### src/rtl/crc_serial_engine.sv
// Bit-serial CRC engine with start/busy/done handshake and a check mode that
// compares the computed CRC against a received one. One payload bit per clock, MSB first.
module crc_serial_engine #(
  parameter int               DATA_W  = 34,
  parameter int               CRC_W   = 16,
  parameter logic [CRC_W-1:0] POLY    = 16'h1021,
  parameter logic [CRC_W-1:0] INIT    = 16'h0000,
  parameter logic [CRC_W-1:0] XOR_OUT = 16'h0000
) (
  input  logic                     clk,
  input  logic                     reset,
  input  logic                     start,
  input  logic                     mode,
  input  logic [DATA_W-1:0]        data_in,
  input  logic [CRC_W-1:0]         crc_in,
  output logic                     busy,
  output logic                     done,
  output logic [CRC_W-1:0]         crc_out,
  output logic [DATA_W+CRC_W-1:0]  data_out,
  output logic                     crc_ok
);

  localparam int CNT_W = $clog2(DATA_W + 1);
  localparam logic [CNT_W-1:0] LAST_CNT = CNT_W'(DATA_W - 1);

  typedef enum logic {IDLE, SHIFT} state_t;

  state_t                    state_q, state_d;
  logic [DATA_W-1:0]         shift_q, shift_d;
  logic [CRC_W-1:0]          crc_q, crc_d;
  logic [CRC_W-1:0]          crc_in_q, crc_in_d;
  logic                      mode_q, mode_d;
  logic [CNT_W-1:0]          cnt_q, cnt_d;
  logic                      busy_q, busy_d;
  logic                      done_q, done_d;
  logic [CRC_W-1:0]          crc_out_q, crc_out_d;
  logic [DATA_W+CRC_W-1:0]   data_out_q, data_out_d;
  logic                      crc_ok_q, crc_ok_d;

  logic                      fb;
  logic [CRC_W-1:0]          crc_step;
  logic [CRC_W-1:0]          crc_fin;
  logic [DATA_W-1:0]         shift_rot;

  always_comb begin
    fb        = shift_q[DATA_W-1] ^ crc_q[CRC_W-1];
    crc_step  = (crc_q << 1) ^ (fb ? POLY : '0);
    crc_fin   = crc_step ^ XOR_OUT;
    // Rotating rather than shifting returns the original payload after
    // DATA_W steps, so the codeword needs no separate payload copy.
    shift_rot = (shift_q << 1) | (shift_q >> (DATA_W - 1));

    state_d    = state_q;
    shift_d    = shift_q;
    crc_d      = crc_q;
    crc_in_d   = crc_in_q;
    mode_d     = mode_q;
    cnt_d      = cnt_q;
    busy_d     = busy_q;
    done_d     = 1'b0;
    crc_out_d  = crc_out_q;
    data_out_d = data_out_q;
    crc_ok_d   = crc_ok_q;

    case (state_q)
      IDLE: begin
        if (start) begin
          shift_d  = data_in;
          crc_in_d = crc_in;
          mode_d   = mode;
          crc_d    = INIT;
          cnt_d    = '0;
          busy_d   = 1'b1;
          state_d  = SHIFT;
        end
      end
      SHIFT: begin
        crc_d   = crc_step;
        shift_d = shift_rot;
        cnt_d   = cnt_q + 1'b1;
        if (cnt_q == LAST_CNT) begin
          crc_out_d  = crc_fin;
          data_out_d = {shift_rot, crc_fin};
          crc_ok_d   = mode_q & (crc_fin == crc_in_q);
          done_d     = 1'b1;
          busy_d     = 1'b0;
          state_d    = IDLE;
        end
      end
      default: state_d = IDLE;
    endcase
  end

  always_ff @(posedge clk or posedge reset) begin
    if (reset) begin
      state_q    <= IDLE;
      shift_q    <= '0;
      crc_q      <= '0;
      crc_in_q   <= '0;
      mode_q     <= 1'b0;
      cnt_q      <= '0;
      busy_q     <= 1'b0;
      done_q     <= 1'b0;
      crc_out_q  <= '0;
      data_out_q <= '0;
      crc_ok_q   <= 1'b0;
    end else begin
      state_q    <= state_d;
      shift_q    <= shift_d;
      crc_q      <= crc_d;
      crc_in_q   <= crc_in_d;
      mode_q     <= mode_d;
      cnt_q      <= cnt_d;
      busy_q     <= busy_d;
      done_q     <= done_d;
      crc_out_q  <= crc_out_d;
      data_out_q <= data_out_d;
      crc_ok_q   <= crc_ok_d;
    end
  end

  assign busy     = busy_q;
  assign done     = done_q;
  assign crc_out  = crc_out_q;
  assign data_out = data_out_q;
  assign crc_ok   = crc_ok_q;

endmodule

### config.mk
export PLATFORM = sky130hd
export DESIGN_NAME = crc_serial_engine
export DESIGN_NICKNAME = d
export VERILOG_FILES = /design/src/rtl/crc_serial_engine.sv
export SDC_FILE = /design/constraint.sdc
export NUM_CORES = 1
export LEC_CHECK = 0
export ABC_CLOCK_PERIOD_IN_PS = 9850
export CORE_ASPECT_RATIO = 1.75
export CORE_MARGIN = 2
export CORE_UTILIZATION = 40
export DETAILED_ROUTE_END_ITERATION = 10
export HOLD_SLACK_MARGIN = 0.05
export PLACE_DENSITY = 0.66
export SLEW_MARGIN = 20
export SYNTH_ARGS = -nofsm -noshare
export SYNTH_HDL_FRONTEND = slang
export SYNTH_SLANG_ARGS = --single-unit
### constraint.sdc
create_clock -name clk -period 9.85 [get_ports clk]
set_clock_uncertainty 0.2 [all_clocks]
set_input_delay 1.97 -clock clk [delete_from_list [all_inputs] [get_ports clk]]
set_output_delay 1.97 -clock clk [all_outputs]
set_load 0.01 [all_outputs]
==> results of run 1 <==
cell usage after synthesis, drive strengths merged (2+ instances only):
cell type / instances / area share, %
nor2: 4 / 0.27
ha: 2 / 0.46
xnor2: 2 / 0.32
nand2b: 18 / 2.1
nand3: 2 / 0.18
o21ai: 51 / 4.7
dfrtp: 127 / 58
inv: 4 / 0.27
o31ai: 2 / 0.37
mux2i: 35 / 6.4
mux2: 68 / 14
a22o: 2 / 0.32
nor4: 4 / 0.73
nand4: 2 / 0.23
nand2: 51 / 3.5
xor2: 17 / 2.7
buf: 29 / 3.6
nor2b: 2 / 0.23
clkbuf: 12 / 0.82
report_power, final:
| group | internal [mW] | switching (mW) | total [mW] |
|---|---|---|---|
| sequential | 0.761 | 0.202 | 0.963 |
| clock | 0.403 | 0.209 | 0.612 |
| combinational | 0.431 | 0.306 | 0.736 |
| total | 1.59 | 0.717 | 2.31 |
cell families (layout without fill, tap and decap cells):
logic type | after synthesis | after routing
and+or+nand+nor | 86 | 86
AOI/OAI and AO/OA | 58 | 58
xor gates and xnor gates | 19 | 19
DFF | 127 | 127
adders and majority gates | 2 | 2
buffers and inverters | 45 | 163
muxes | 103 | 103
metrics by stage:
step / hold slack (ns) / std cells / area (µm²) / total power [mW] / setup slack [ns]
after floorplan: 0.250 / 440 / 5470 / 1.38 / 4.30
after global placement: 0.270 / 701 / 6710 / 1.69 / 5.70
after detailed placement: 0.290 / 701 / 6710 / 1.72 / 5.66
after CTS: 0.306 / 732 / 7300 / 2.34 / 6.10
after global routing: 0.325 / 732 / 7300 / 2.46 / 5.88
final: 0.293 / 732 / 7300 / 2.31 / 6.21
final timing paths:
check | from | to | slack [ns] | depth (start not counted)
worst max-delay path | reset | state_q | 6.21 | 3
min in group asynchronous | reset | done | 1.83 | 2
worst min-delay path | cnt_q[5] | cnt_q[5] | 0.29 | 1
worst min register to register | cnt_q[5] | cnt_q[5] | 0.29 | 1
max in group clk | crc_out[0] | crc_out[0] | 6.31 | 1
worst max register to register | cnt_q[1] | data_out[43] | 7.29 | 6
layer usage:
layer  track usage [%]  part of all wire (%)
met1              18.6                    38
met2              31.9                    57
met3              3.17                   2.9
met4              7.46                   2.6
met5                 0                     0
state kept, by name, summed over array words and instances, names as in the netlist:
name,flops
cnt_q,6
state_q,1
data_out,35
crc_q,16
crc_out,15
shift_q,34
busy,1
mode_q,1
done,1
crc_in_q,16
crc_ok,1
worst max-delay path, stage by stage:
cell,delay [ns]
clkdlybuf4s50_1,0.44
inv_4,0.50
buf_4,0.82
final cells by class:
class	instances	area (µm²)
multi-input combinational	268	2030
inverter	4	17.5
clock inverter	6	80.1
sequential	127	3180
clock buffer	25	505
timing repair buffer	128	1260
fill	1162	6090
tap	174	218
==> flow_summary_export.csv, run 1 <==
group,metric,value,unit
die,die_h,159,µm
worst_setup_path,start_kind,"input port",
logic_synthesis,yosysUniqueCellTypes,31,
cells_and_area,area_growth,33.4,%
timing,setup_viol,0,
clock_tree,cts_inserted_buffers,17,
clock_tree,cts_hold_buf,0,
routing,vias_per_cell,4.94,
cells_and_area,final_cell_mix,"126 x dfrtp_1, 121 x clkdlybuf4s50_1, 68 x mux2_2, 51 x nand2_1, 51 x o21ai_0",
logic_synthesis,synth-simple-area-share,7.60,%
logic_synthesis,ys_ff_latch,127,
routing,routed_wirelength,11900,µm
timing,hold_viol,0,
global_routing,overflow,0,
die,start_util,40.9,%
die,die_w,92.4,µm
logic_synthesis,netlist_area,5470,µm²
logic_synthesis,synth_adder_area_share,0.458,%
global_routing,track_usage,17.1,%
die,pin_count,123,
place,place_hpwl,8260,µm
routing,drt-initial-drc-count,199,
logic_synthesis,ys_seq_area_share,58.1,%
clock_tree,post-cts-setup-buffers,0,
worst_setup_path,crit_arrival,3.79,ns
logic_synthesis,ys_warn_count,0,
cells_and_area,final_common_cell,"dfrtp_1",
power_and_ir_drop,p_leak,3.29,nW
timing,fin_crit_sh,37.0,%
worst_setup_path,critical_path_class,"in -> async",
routing,final_antenna_net_count,0,
logic_synthesis,synth_nets,496,
logic_synthesis,synth-compound-area-share,5.70,%
routing,first_pass_iters,4,
die,core-area,13400,µm²
logic_synthesis,async_reset_ff_share,100,%
timing,slew_headroom,39.6,%
logic_synthesis,synth-xor-area-share,3.04,%
cells_and_area,antenna-diode-count,0,
clock_tree,root_buffer,"clkbuf_16",
clock_tree,cts_tree,"built",
timing,rsz0062_at_grt,"false",
worst_setup_path,cp.required,9.99,ns
clock_tree,cts_resized,0,
timing,tightest_slew,0.906,ns
global_routing,grt_antenna_before_repair,0,
cells_and_area,nNetsFinal,602,
cells_and_area,drive_gt1_share,19.4,%
global_routing,grt_max_degree,108,
clock_tree,cts.sinks,127,
worst_setup_path,crit_fanout,73,
min_path,hp-class,"reg -> reg",
logic_synthesis,synth.mux.area_fraction,20.4,%
global_routing,grt_pass1_wl,19100,µm
timing,fmax,0.275,GHz
global_routing,grt_pass1_vias,3730,
logic_synthesis,synth_edf_count,0,
clock_tree,clockBufferDepth,2,
place,globalplace.congestion,0.727,
routing,drc,0,
clock_tree,clk_pin_slew_worst_paths,0.05,ns
timing,period_minus_slack,3.64,ns
worst_setup_path,worst_setup_path_end_kind,"asynchronous set/reset pin",
logic_synthesis,synth_top_family_by_area,"multiplexers",
clock_tree,clkLatencyLatePin,0.41,ns
logic_synthesis,synthFlopType,"dfrtp_1",
job,cap_violations,0,
routing,vias,3616,
cells_and_area,utilization,54.5,%
logic_synthesis,syn-mean-instance-area,12.4,µm²
place,port_buffers,122,
die,row_count,56,
status,outcome,"complete, no violations",
power_and_ir_drop,ir_worst_vdd,0.000137,V
power_and_ir_drop,power_density,317,nW/µm²
die,dieArea,14700,µm²
logic_synthesis,synth_cells,440,
timing,drv_slew,0,
timing,tns,0,ns
routing,wl_per_cell,16.3,µm
clock_tree,htree_levels,4,
(Power assumes the default switching activity.)
==> run 2: changes to the inputs <==
- ABC_CLOCK_PERIOD_IN_PS: 9850 -> 3690
- clock period: 9.85 -> 3.69 ns (I/O delays scaled with it)
==> run 2 against run 1 <==
Effect of this change:
- clock-buffer cell count decreased by 3
- sequential share of layout area is 0.70 points lower
- die area stayed put
- via count increased by 1.2%
- critical path type is now reg -> out
- critical path depth decreased by 2
- global-route usage is 0.52 points higher
- first-iteration DRC count is 22% lower
- final area increased by 1.6%
- setup slack lost 4.8 ns
- cell count grew 0.68%
- hold slack lost 0.016 ns
==> flow_summary_export.csv, run 2 (synthesis gave the netlist of run 1 again) <==
group,metric,value,unit
global_routing,grt_max_degree,108,
routing,routed_wirelength,12100,µm
die,core-area,13400,µm²
power_and_ir_drop,power_density,862,nW/µm²
timing,fmax,0.435,GHz
place,place_hpwl,8420,µm
timing,fin_crit_sh,62.3,%
cells_and_area,final_cell_mix,"126 x dfrtp_1, 121 x clkdlybuf4s50_1, 68 x mux2_2, 51 x nand2_1, 51 x o21ai_0",
clock_tree,clkLatencyLatePin,0.41,ns
routing,wl_per_cell,16.4,µm
cells_and_area,largest_reg_flops,35,
global_routing,track_usage,17.6,%
worst_setup_path,start_kind,"register",
clock_tree,clk_pin_slew_worst_paths,0.05,ns
worst_setup_path,critPathBufInv,1,
power_and_ir_drop,clkPwrFrac,28.5,%
cells_and_area,utilization,55.4,%
cells_and_area,drive_gt1_share,20.1,%
cells_and_area,seq_area,3180,µm²
place,place_worst_setup_slack,1.23,ns
timing,fin_ws,1.39,ns
die,die_w,92.4,µm
die,die_h,159,µm
cells_and_area,area_growth,35.6,%
routing,first_pass_iters,4,
cells_and_area,final_common_cell,"dfrtp_1",
clock_tree,cts_hold_buf,0,
timing,setup_viol,0,
worst_setup_path,path_depth,1,
clock_tree,cts.sinks,127,
routing,vias_per_cell,4.97,
worst_setup_path,crit_family,"buffers and inverters",
worst_setup_path,crit_chain,"clkdlybuf4s50_1",
place,globalplace.congestion,0.751,
worst_setup_path,cp.required,2.75,ns
worst_setup_path,critPathSlowestCell,"clkdlybuf4s50_1",
timing,rsz0062_at_grt,"false",
clock_tree,root_buffer,"clkbuf_16",
worst_setup_path,ff2ff_path_depth,6,
cells_and_area,nNetsFinal,606,
worst_setup_path,max_stage_delay,0.57,ns
routing,final_antenna_net_count,0,
timing,tns,0,ns
clock_tree,clockBufferDepth,2,
clock_tree,cts_tree,"built",
power_and_ir_drop,p_sw_share,30.8,%
global_routing,grt_pass1_vias,3889,
power_and_ir_drop,switching_power,1.97,mW
worst_setup_path,crit_arrival,1.36,ns
clock_tree,htree_levels,4,
timing,drv_slew,0,
min_path,holdCritStartpoint,"cnt_q[5]",
global_routing,grt_antenna_before_repair,0,
routing,vias,3661,
status,outcome,"complete, no violations",
clock_tree,post-cts-setup-buffers,0,
power_and_ir_drop,p_leak,3.33,nW
clock_tree,cts_resized,0,
worst_setup_path,crit_fanout,3,
worst_setup_path,worst_setup_path_end_kind,"primary output",
job,cap_violations,0,
worst_setup_path,timing.rr.end,"data_out[46]",
power_and_ir_drop,p_int,4.42,mW
min_path,hp-class,"reg -> reg",
worst_setup_path,reg2reg_from,"cnt_q[1]",
worst_setup_path,critical_path.startpoint,"crc_out[0]",
routing,drt-initial-drc-count,156,
worst_setup_path,setup.worst_path.end,"data_out[0]",
global_routing,overflow,0,
die,start_util,40.9,%
timing,slew_headroom,40.6,%
place,port_buffers,122,
routing,drc,0,
timing,period_minus_slack,2.30,ns
power_and_ir_drop,comb_power_share,31.1,%
worst_setup_path,critical_path_class,"reg -> out",
timing,hold_viol,0,
cells_and_area,fillCellCount,1148,
worst_setup_path,regToRegSetupSlack,1.62,ns
timing,tightest_slew,0.890,ns
clock_tree,cts_inserted_buffers,17,
power_and_ir_drop,seqPwrFrac,40.4,%
cells_and_area,antenna-diode-count,0,
global_routing,grt_pass1_wl,19800,µm
power_and_ir_drop,ir_worst_vdd,0.000419,V
die,row_count,56,
cells_and_area,multi_input_area,2030,µm²
die,pin_count,123,
die,dieArea,14700,µm²
==> run 2: changes by cell type in the layout (fill, tap and decap cells not counted), sizes merged <==
cell / change
clkinvlp: +3
clkbuf: -3
buf: +4
bufinv: +3
clkinv: -1
inv: -1
==> run 2: worst min-delay path by stage <==
stage	to	slack, ns	cells past startpoint
2_1_floorplan	cnt_q[5]	0.25	1
3_3_place_gp	cnt_q[5]	0.28	1
3_5_place_dp	cnt_q[5]	0.28	1
4_1_cts	cnt_q[5]	0.29	1
5_1_grt	cnt_q[5]	0.30	1
6_report	cnt_q[5]	0.28	1
==> run 2: metal layers <==
metal / vias to the layer above / share of wire [%] / GRT usage [%] / wire, µm
met5: - / 0 / 0 / 0
met4: 0 / 2.1 / 6.75 / 255
met3: 19 / 3.0 / 3.50 / 362
met2: 89 / 57 / 33.4 / 6900
met1: 1840 / 38 / 18.9 / 4600
li1: 1713 / - / - / -
==> run 2: power groups by stage <==
stage,Combinational (mW),Sequential [mW],Clock (mW)
floorplan,1.17,2.52,0
global placement,1.94,2.58,0
detailed placement,2.01,2.61,0
CTS,2.02,2.59,1.85
global route,2.21,2.67,1.93
finish,1.99,2.58,1.82
==> run 2: stage by stage <==
step                      area [µm²]  total power [mW]  hold slack (ns)  cells
after floorplan                 5470              3.69            0.250    440
after global placement          6770              4.52            0.284    705
after detailed placement        6770              4.61            0.281    705
after CTS                       7410              6.46            0.286    737
after global routing            7410              6.80            0.298    737
final                           7410              6.39            0.277    737
==> run 2: area by class of cell <==
type | count | share of cell area, %
timing repair buffer | 132 | 17.8
inverter | 4 | 0.253
clock buffer | 22 | 6.26
tap | 174 | 2.94
sequential | 127 | 42.9
clock inverter | 10 | 2.48
multi-input combinational | 268 | 27.4
==> run 3: changes to the inputs <==
- ABC_CLOCK_PERIOD_IN_PS: 3690 -> 1950
- PLACE_DENSITY: 0.66 -> 0.68
- clock period: 3.69 -> 1.95 ns (I/O delays scaled with it)
==> run 3 against run 2 <==
Effect of this change:
- hold slack got worse by 0.050 ns
- critical path type is now reg -> reg
- global-route usage fell by 0.52 points
- total power rose by 90%
- combinational power rose by 96%
- flip-flop and latch count did not move
- sequential power rose by 90%
- cell count rose by 0.81%
- setup slack got worse by 1.4 ns
- largest cell class unchanged
==> flow_summary_export.csv, run 3 (synthesis gave the netlist of run 1 again) <==
group,metric,value,unit
status,outcome,"complete, no violations",
cells_and_area,drive_gt1_share,22.0,%
global_routing,grt_antenna_before_repair,0,
cells_and_area,fillCellCount,1096,
die,start_util,40.9,%
routing,routed_wirelength,12400,µm
global_routing,grt_pass1_vias,3813,
power_and_ir_drop,ir_worst_vdd,0.000679,V
routing,wl_per_cell,16.7,µm
global_routing,grt_max_degree,107,
worst_setup_path,crit_fanout,7,
routing,vias,3688,
cells_and_area,final_cell_mix,"126 x dfrtp_1, 105 x clkdlybuf4s50_1, 61 x mux2_2, 51 x o21ai_0, 50 x nand2_1",
cells_and_area,area_growth,38.9,%
worst_setup_path,worst_setup_path_end_kind,"register",
die,die_w,92.4,µm
worst_setup_path,start_kind,"register",
timing,fin_crit_sh,99.7,%
cells_and_area,final_area,7600,µm²
power_and_ir_drop,p_leak,3.59,nW
routing,first_pass_iters,4,
timing,rsz0062_at_grt,"true",
clock_tree,htree_levels,4,
clock_tree,cts_tree,"built",
place,place_hpwl,8240,µm
clock_tree,cts_inserted_buffers,17,
die,core-area,13400,µm²
cells_and_area,seq_area,3180,µm²
global_routing,track_usage,17.1,%
cells_and_area,largest_reg_flops,35,
clock_tree,clkLatencyLatePin,0.40,ns
timing,period_minus_slack,1.94,ns
worst_setup_path,critical_path_class,"reg -> reg",
cells_and_area,multi_input_area,2090,µm²
clock_tree,cts.sinks,127,
cells_and_area,final_common_cell,"dfrtp_1",
worst_setup_path,reg2reg_from,"cnt_q[0]",
timing,tightest_slew,0.478,ns
place,place_area,6820,µm²
place,globalplace.congestion,0.773,
cells_and_area,antenna-diode-count,0,
clock_tree,clk_pin_slew_worst_paths,0.06,ns
timing,fmax,0.514,GHz
die,pin_count,123,
routing,drc,0,
clock_tree,cts_hold_buf,0,
die,row_count,56,
min_path,hp-class,"in -> async",
routing,final_antenna_net_count,0,
clock_tree,clockBufferDepth,2,
worst_setup_path,ff2ff_path_depth,7,
worst_setup_path,crit_arrival,2.03,ns
die,dieArea,14700,µm²
timing,drv_slew,0,
timing,setup_viol,0,
routing,drt-initial-drc-count,144,
routing,vias_per_cell,4.96,
timing,slew_headroom,68.2,%
die,die_h,159,µm
global_routing,grt_pass1_wl,19200,µm
timing,hold_viol,0,
job,cap_violations,0,
worst_setup_path,cp.required,2.03,ns
clock_tree,root_buffer,"clkbuf_16",
place,port_buffers,122,
timing,timing.hold.ws,0.227,ns
worst_setup_path,timing.rr.end,"data_out[15]",
power_and_ir_drop,total_power,12.2,mW
power_and_ir_drop,power_density,1600,nW/µm²
worst_setup_path,regToRegSetupSlack,0.005,ns
cells_and_area,nNetsFinal,612,
global_routing,overflow,0,
## run 3: cell count changes in the layout (fill, tap and decap cells not counted), moves of 2 or more
cell / change
clkdlybuf4s50_1: -16
buf_12: +4
mux2_4: +7
buf_4: -2
dlymetal6s2s_1: +11
dlygate4sd2_1: +5
mux2_2: -7
clkbuf_1: -3
clkinv_4: +2
## run 3: per-stage QoR
stage / std cells / util, % / TNS [ns] / setup slack (ns)
finish: 743 / 56.8 / 0 / 0.00525
global route: 743 / 56.8 / -0.801 / -0.0391
floorplan: 440 / - / -26.32 / -0.207
CTS: 737 / 55.7 / 0 / 0.00653
global placement: 705 / 50.9 / 0 / 0.0816
detailed placement: 705 / 50.9 / 0 / 0.0311
## run 3: routing by layer
metal  up-vias  share of wire [%]  wire (µm)  GRT usage, %
met5         -                  0          0             0
met4         0                2.0        248          6.82
met3        15                2.7        332          3.36
met2        73                 58       7220          32.6
met1      1872                 37       4640          18.1
li1       1728                  -          -             -
## run 3: layout make-up
type,count,share of cell area [%]
inverter,4,0.247
sequential,127,41.8
tap,174,2.87
clock inverter,13,2.44
multi-input combinational,268,27.4
timing repair buffer,138,19.2
clock buffer,19,5.96
## run 3: report_power, final
part	total (mW)	internal [mW]	switching [mW]	leakage (nW)
registers	4.89	3.84	1.05	1.57
logic	3.91	2.29	1.62	1.71
clock network	3.35	2.21	1.15	0.309
total	12.2	8.34	3.82	3.59
## run 3: worst max-delay path by stage
stage	from	endpoint	slack [ns]	cells past startpoint
6_report	cnt_q[0]	data_out[15]	0.005	7
5_1_grt	cnt_q[1]	data_out[15]	-0.04	8
4_1_cts	crc_out[2]	data_out[2]	0.007	1
3_5_place_dp	cnt_q[1]	data_out[39]	0.03	6
3_3_place_gp	cnt_q[1]	data_out[19]	0.08	6
2_1_floorplan	reset	busy	-0.21	1
## run 3: critical path, stage by stage (launching register included)
cell and delay (ns):
dfrtp_1 0.44, ha_4 0.18, nand2_4 0.04, nor4_4 0.23, buf_6 0.18, buf_4 0.12
buf_8 0.13, mux2_4 0.30
## run 3: timing repair
action / 4_1_cts / 5_1_grt
endpoints found under the setup margin: 5 / 61
endpoints found under the hold margin: 0 / 0
setup buffers: 0 / 4
gates cloned: 0 / 2
gates resized for setup: 5 / 27
